--- config.mk ---
export PLATFORM = sky130hd
export DESIGN_NAME = pe_inst_seq
export DESIGN_NICKNAME = d
export VERILOG_FILES = /design/src/rtl/pe_inst_seq_pkg.sv /design/src/rtl/pe_prog_mem.sv /design/src/rtl/pe_inst_seq.sv
export SDC_FILE = /design/constraint.sdc
export NUM_CORES = 1
export LEC_CHECK = 0
export ABC_AREA = 1
export CORE_MARGIN = 2
export CORE_UTILIZATION = 64
export CTS_BUF_LIST = sky130_fd_sc_hd__clkbuf_4
export CTS_CLUSTER_DIAMETER = 100
export DETAILED_ROUTE_END_ITERATION = 16
export GPL_TIMING_DRIVEN = 0
export MAX_ROUTING_LAYER = met4
export PLACE_DENSITY_LB_ADDON = 0.25
export SLEW_MARGIN = 10
export SYNTH_ARGS = -nofsm -noshare
export SYNTH_HDL_FRONTEND = slang
export SYNTH_SLANG_ARGS = --single-unit
--- constraint.sdc ---
create_clock -name clk -period 2.9 [get_ports clk]
set_input_delay 0.87 -clock clk [delete_from_list [all_inputs] [get_ports clk]]
set_output_delay 0.87 -clock clk [all_outputs]
set_load 0.02 [all_outputs]
--- src/rtl/pe_inst_seq_pkg.sv ---
// Shared definitions for the PE instruction sequencer: opcodes, word layout,
// default sizes and the sequencer state encoding.
package pe_inst_seq_pkg;

    localparam int OP_W = 3;

    localparam logic [2:0] OP_LOAD   = 3'b000;
    localparam logic [2:0] OP_ADD    = 3'b001;
    localparam logic [2:0] OP_SUB    = 3'b010;
    localparam logic [2:0] OP_MUL    = 3'b100;
    localparam logic [2:0] OP_MULADD = 3'b101;
    localparam logic [2:0] OP_MULSUB = 3'b110;
    localparam logic [2:0] OP_MAX    = 3'b111;

    localparam int PROG_DEPTH_DEF = 16;
    localparam int AW_DEF         = 4;
    localparam int RPT_W_DEF      = 8;
    localparam int DRAIN_CYC_DEF  = 6;

    // Instruction word is {opcode, repeat}; repeat occupies the low bits.
    localparam int RPT_LSB = 0;

    function automatic int op_lsb(input int rpt_w);
        return rpt_w;
    endfunction

    typedef enum logic [1:0] {
        ST_IDLE  = 2'd0,
        ST_FETCH = 2'd1,
        ST_RUN   = 2'd2,
        ST_DRAIN = 2'd3
    } state_t;

endpackage

--- src/rtl/pe_prog_mem.sv ---
// Program store: synchronous write, registered read, no reset so it maps onto
// distributed RAM.
module pe_prog_mem #(
    parameter int DEPTH = 16,
    parameter int AW    = 4,
    parameter int DW    = 11
) (
    input  logic          clk_i,
    input  logic          we_i,
    input  logic [AW-1:0] waddr_i,
    input  logic [DW-1:0] wdata_i,
    input  logic [AW-1:0] raddr_i,
    output logic [DW-1:0] rdata_o
);

    logic [DW-1:0] mem_q [DEPTH];
    logic [DW-1:0] rdata_q;

    always_ff @(posedge clk_i) begin
        if (we_i) begin
            mem_q[waddr_i] <= wdata_i;
        end
        rdata_q <= mem_q[raddr_i];
    end

    assign rdata_o = rdata_q;

endmodule

--- src/rtl/pe_inst_seq.sv ---
// Instruction sequencer for one PE decoder: issues {opcode, repeat} words
// back-to-back, drains the decoder pipeline, then pulses done.
// Optional macro PE_INST_SEQ_LOOP_EN adds loop_cnt for repeated program passes.
module pe_inst_seq
    import pe_inst_seq_pkg::*;
#(
    parameter int PROG_DEPTH = PROG_DEPTH_DEF,
    parameter int AW         = AW_DEF,
    parameter int RPT_W      = RPT_W_DEF,
    parameter int DRAIN_CYC  = DRAIN_CYC_DEF
) (
    input  logic             clk,
    input  logic             rst_n,
    input  logic             prog_we,
    input  logic [AW-1:0]    prog_addr,
    input  logic [RPT_W+2:0] prog_wdata,
    input  logic [AW-1:0]    prog_last,
    input  logic             start,
    input  logic             stall,
`ifdef PE_INST_SEQ_LOOP_EN
    input  logic [7:0]       loop_cnt,
`endif
    output logic             inst_v,
    output logic [2:0]       opcode,
    output logic             busy,
    output logic             done
);

    localparam int WW     = OP_W + RPT_W;
    localparam int OP_LSB = op_lsb(RPT_W);
    localparam int DCW    = (DRAIN_CYC > 1) ? $clog2(DRAIN_CYC) : 1;
    localparam logic [DCW-1:0] DRAIN_LOAD = DCW'(DRAIN_CYC - 1);

    state_t           state_q, state_d;
    logic [AW-1:0]    addr_q, addr_d;
    logic [AW-1:0]    last_q, last_d;
    logic [RPT_W-1:0] cnt_q, cnt_d;
    logic [DCW-1:0]   drain_q, drain_d;
    logic             done_q, done_d;
    logic             wrap;

    logic [WW-1:0]    word;
    logic [2:0]       word_op;
    logic [RPT_W-1:0] word_rpt;
    logic             mem_we;

`ifdef PE_INST_SEQ_LOOP_EN
    logic [7:0]       loop_q, loop_d;
    assign wrap = (loop_q != 8'd0);
`else
    assign wrap = 1'b0;
`endif

    assign word_op  = word[WW-1:OP_LSB];
    assign word_rpt = word[RPT_LSB +: RPT_W];
    assign mem_we   = prog_we && (state_q == ST_IDLE);

    // Read address follows the next-state address, so the word needed in the
    // following cycle is already registered at the memory output.
    pe_prog_mem #(
        .DEPTH (PROG_DEPTH),
        .AW    (AW),
        .DW    (WW)
    ) u_prog_mem (
        .clk_i   (clk),
        .we_i    (mem_we),
        .waddr_i (prog_addr),
        .wdata_i (prog_wdata),
        .raddr_i (addr_d),
        .rdata_o (word)
    );

    always_ff @(posedge clk or negedge rst_n) begin
        if (!rst_n) begin
            state_q <= ST_IDLE;
            addr_q  <= '0;
            last_q  <= '0;
            cnt_q   <= '0;
            drain_q <= '0;
            done_q  <= 1'b0;
`ifdef PE_INST_SEQ_LOOP_EN
            loop_q  <= 8'd0;
`endif
        end else begin
            state_q <= state_d;
            addr_q  <= addr_d;
            last_q  <= last_d;
            cnt_q   <= cnt_d;
            drain_q <= drain_d;
            done_q  <= done_d;
`ifdef PE_INST_SEQ_LOOP_EN
            loop_q  <= loop_d;
`endif
        end
    end

    always_comb begin
        state_d = state_q;
        addr_d  = addr_q;
        last_d  = last_q;
        cnt_d   = cnt_q;
        drain_d = drain_q;
        done_d  = 1'b0;
`ifdef PE_INST_SEQ_LOOP_EN
        loop_d  = loop_q;
`endif
        unique case (state_q)
            ST_IDLE: begin
                if (start) begin
                    last_d  = prog_last;
                    addr_d  = '0;
                    cnt_d   = '0;
                    state_d = ST_FETCH;
`ifdef PE_INST_SEQ_LOOP_EN
                    loop_d  = loop_cnt;
`endif
                end
            end
            ST_FETCH: begin
                state_d = ST_RUN;
            end
            ST_RUN: begin
                if (!stall) begin
                    if (cnt_q == word_rpt) begin
                        cnt_d = '0;
                        if (addr_q != last_q) begin
                            addr_d = addr_q + AW'(1);
                        end else if (wrap) begin
                            addr_d = '0;
`ifdef PE_INST_SEQ_LOOP_EN
                            loop_d = loop_q - 8'd1;
`endif
                        end else begin
                            state_d = ST_DRAIN;
                            drain_d = DRAIN_LOAD;
                        end
                    end else begin
                        cnt_d = cnt_q + RPT_W'(1);
                    end
                end
            end
            ST_DRAIN: begin
                // done is raised while still in DRAIN so a start in that cycle is ignored.
                if (drain_q != '0) begin
                    drain_d = drain_q - DCW'(1);
                end else if (!done_q) begin
                    done_d = 1'b1;
                end else begin
                    state_d = ST_IDLE;
                end
            end
            default: state_d = ST_IDLE;
        endcase
    end

    always_comb begin
        inst_v = 1'b0;
        opcode = OP_LOAD;
        busy   = (state_q != ST_IDLE);
        done   = done_q;
        if (state_q == ST_RUN) begin
            opcode = word_op;
            inst_v = !stall;
        end
    end

endmodule

==> impl_metrics.json <==
{
  "area_growth_pct": 12.2,
  "yosysUniqueCellTypes": 30,
  "dieArea_sq_um": 15900,
  "design_area_sq_um": 10700,
  "tightestPinTransition_ns": 1.29,
  "synth-seq-cells": 209,
  "hold_path_class": "flop to flop",
  "fin_nets": 1073,
  "die_w_um": 126,
  "synth_top_area_cell": "edfxtp_1",
  "worstPathArrival_ns": 1.91,
  "ctsHtreeMaxLevel": 2,
  "r2r-end": "u_prog_mem.rdata_o[0]",
  "routedWlPerCell_um": 17.9,
  "grt_remaining_overflow": 0,
  "firstDrtPassIters": 8,
  "clk-insertion-delay-late_ns": 0.68,
  "hp-start": "drain_q[1]",
  "cp_max_fo": 10,
  "place_area_sq_um": 10100,
  "ys_seq_area_frac": 0.635,
  "fin_crit_sh": 0.960,
  "design.portCount": 30,
  "rows": 44,
  "rr_worst_depth": 14,
  "ant_nets": 0,
  "final_cell_mix": "nand3_1 (206), inv_1 (181), nand2_1 (176), edfxtp_1 (176), clkbuf_4 (76)",
  "cts.sinks": 209,
  "routabilityCongestion": 0.973,
  "avgSynthCellArea_sq_um": 9.93,
  "coreArea_sq_um": 14500,
  "max_slew_margin": 0.137,
  "synth_top_area_share": 0.555,
  "root_buffer": "clkbuf_4",
  "cts_tree": "done",
  "layout_commonest_cell": "nand3_1",
  "status": "complete, no violations",
  "grt.total_usage": 0.299,
  "drive_above_1_share": 0.124,
  "worstSetupPathType": "flop to output pin",
  "num_vias": 7064,
  "min_to": "drain_q[1]",
  "hold_violations": 0,
  "numCtsBuffers": 51,
  "yosysWarningCount": 0,
  "setup_tns_ns": 0,
  "holdPathStages": 2,
  "fmax_mhz": 359,
  "drt-vias-per-instance": 5.59,
  "drv_slew": 0,
  "p_leak_nw": 4.66,
  "antenna_found_initial": 1,
  "dp_hpwl_mm": 14.9,
  "grt_max_degree": 23,
  "finalSetupViolCount": 0,
  "port_buffers": 29,
  "finalCriticalPeriod_ns": 2.78,
  "r2r_setup_slack_ns": 0.22,
  "synth_area_sq_um": 9530,
  "cts_buffer_depth": 3,
  "drv_cap": 0,
  "vdd_drop_max_mv": 0.562,
  "postSynthCellCount": 960,
  "initial_core_util": 0.656,
  "power_density_nw_per_um2": 744,
  "drt_iter0_drc": 880,
  "critPathRequiredTime_ns": 2.03,
  "reg2reg_from": "state_q[0]",
  "rsz0062_at_grt": "no",
  "syn_nets": 991,
  "startpoint_type": "flop",
  "setup.worst_path.end_class": "output pin",
  "cts_hold_buf": 0,
  "grt_pass1_wl_mm": 35.1,
  "grt_pass1_vias": 6775,
  "die_h_um": 126,
  "skew_ns": 0.0674,
  "clk_pin_slew_ns": 0.06,
  "drcViolationCount": 0,
  "wirelength_mm": 22.6,
  "synthTopCellsByArea": "edfxtp_1 (55%), nand3_1 (11%), inv_1 (7.1%)"
}
## sequential cells by signal, indices dropped and copies added (netlist names)
name	count
done	1
addr_q	4
drain_q	3
u_prog_mem.mem_q	176
cnt_q	8
state_q	2
u_prog_mem.rdata_o	11
last_q	4
## synthesized netlist by cell type, drive strengths merged
| master | n |
|---|---|
| nand3 | 207 |
| inv | 190 |
| nand2 | 179 |
| edfxtp | 176 |
| nor2 | 47 |
| nand3b | 45 |
| buf | 33 |
| dfrtp | 22 |
| dfxtp | 11 |
| o21ai | 11 |
| a21oi | 9 |
| clkbuf | 9 |
| ha | 7 |
| nand4 | 4 |
| nor3 | 3 |
| a31oi | 1 |
| nor3b | 1 |
| nor4 | 1 |
| o2111ai | 1 |
| o31ai | 1 |
| or2 | 1 |
| xor2 | 1 |
## through the flow
stage	util	power (mW)	worst slack, ns	std cells	hold WS (ns)
floorplan	-	4.91	0.673	960	0.452
CTS	0.736	7.93	0.0265	1262	0.489
global route	0.736	8.34	0.0138	1263	0.518
finish	0.736	7.96	0.116	1263	0.484
detailed placement	0.692	5.63	-0.552	1173	0.475
global placement	0.692	5.58	-0.568	1173	0.465
## cells by family (layout without fill, tap and decap cells)
logic type / count (synthesis) / in the layout / synth area share
other cells: 0 / 1 / 0
buf+inv: 232 / 350 / 0.0986
fa+ha+maj: 7 / 7 / 0.00919
simple gates: 488 / 488 / 0.243
compound gates: 23 / 23 / 0.0133
xor+xnor: 1 / 1 / 0.000919
flops: 209 / 209 / 0.635
## report_power, final
part | internal [mW] | total [mW] | switching, mW | leakage, nW
registers | 3.38 | 3.49 | 0.103 | 1.93
logic | 0.682 | 2.14 | 1.45 | 2.36
clock network | 1.19 | 2.34 | 1.15 | 0.371
## timing repair
| action | 4_1_cts | 5_1_grt |
|---|---|---|
| setup buffers | 0 | 0 |
| gates resized for setup | 15 | 3 |
| endpoints found under the setup margin | 5 | 14 |
## layer usage
layer	GRT usage	share of wire
met5	-	0
met4	0.162	0.048
met3	0.0650	0.11
met2	0.439	0.45
met1	0.394	0.39
## worst max-delay path by stage
stage | slack [ns] | to | cells past startpoint | startpoint
6_report | 0.12 | inst_v | 6 | state_q[0]
5_1_grt | 0.01 | inst_v | 6 | state_q[0]
4_1_cts | 0.03 | inst_v | 6 | state_q[0]
3_5_place_dp | -0.55 | u_prog_mem.rdata_o[9] | 12 | start
3_3_place_gp | -0.57 | u_prog_mem.rdata_o[8] | 12 | start
2_1_floorplan | 0.67 | u_prog_mem.rdata_o[2] | 11 | start
## critical path, stage by stage, from the launching register on
cell and delay [ns]:
dfrtp_1 0.39, inv_1 0.09, ha_2 0.22, clkbuf_8 0.17, inv_1 0.06, nor2_1 0.08, clkdlybuf4s15_2 0.26
## cell type report
class	instances	area, sq um
Antenna cell	1	2.50
Buffer	42	238
Clock buffer	76	571
Clock inverter	13	57.6
Fill cell	1031	3840
Inverter	190	713
Multi-Input combinational cell	519	2540
Sequential cell	209	6060
Tap cell	184	230
Timing Repair Buffer	29	293
Power figures use the tool's default switching activity.
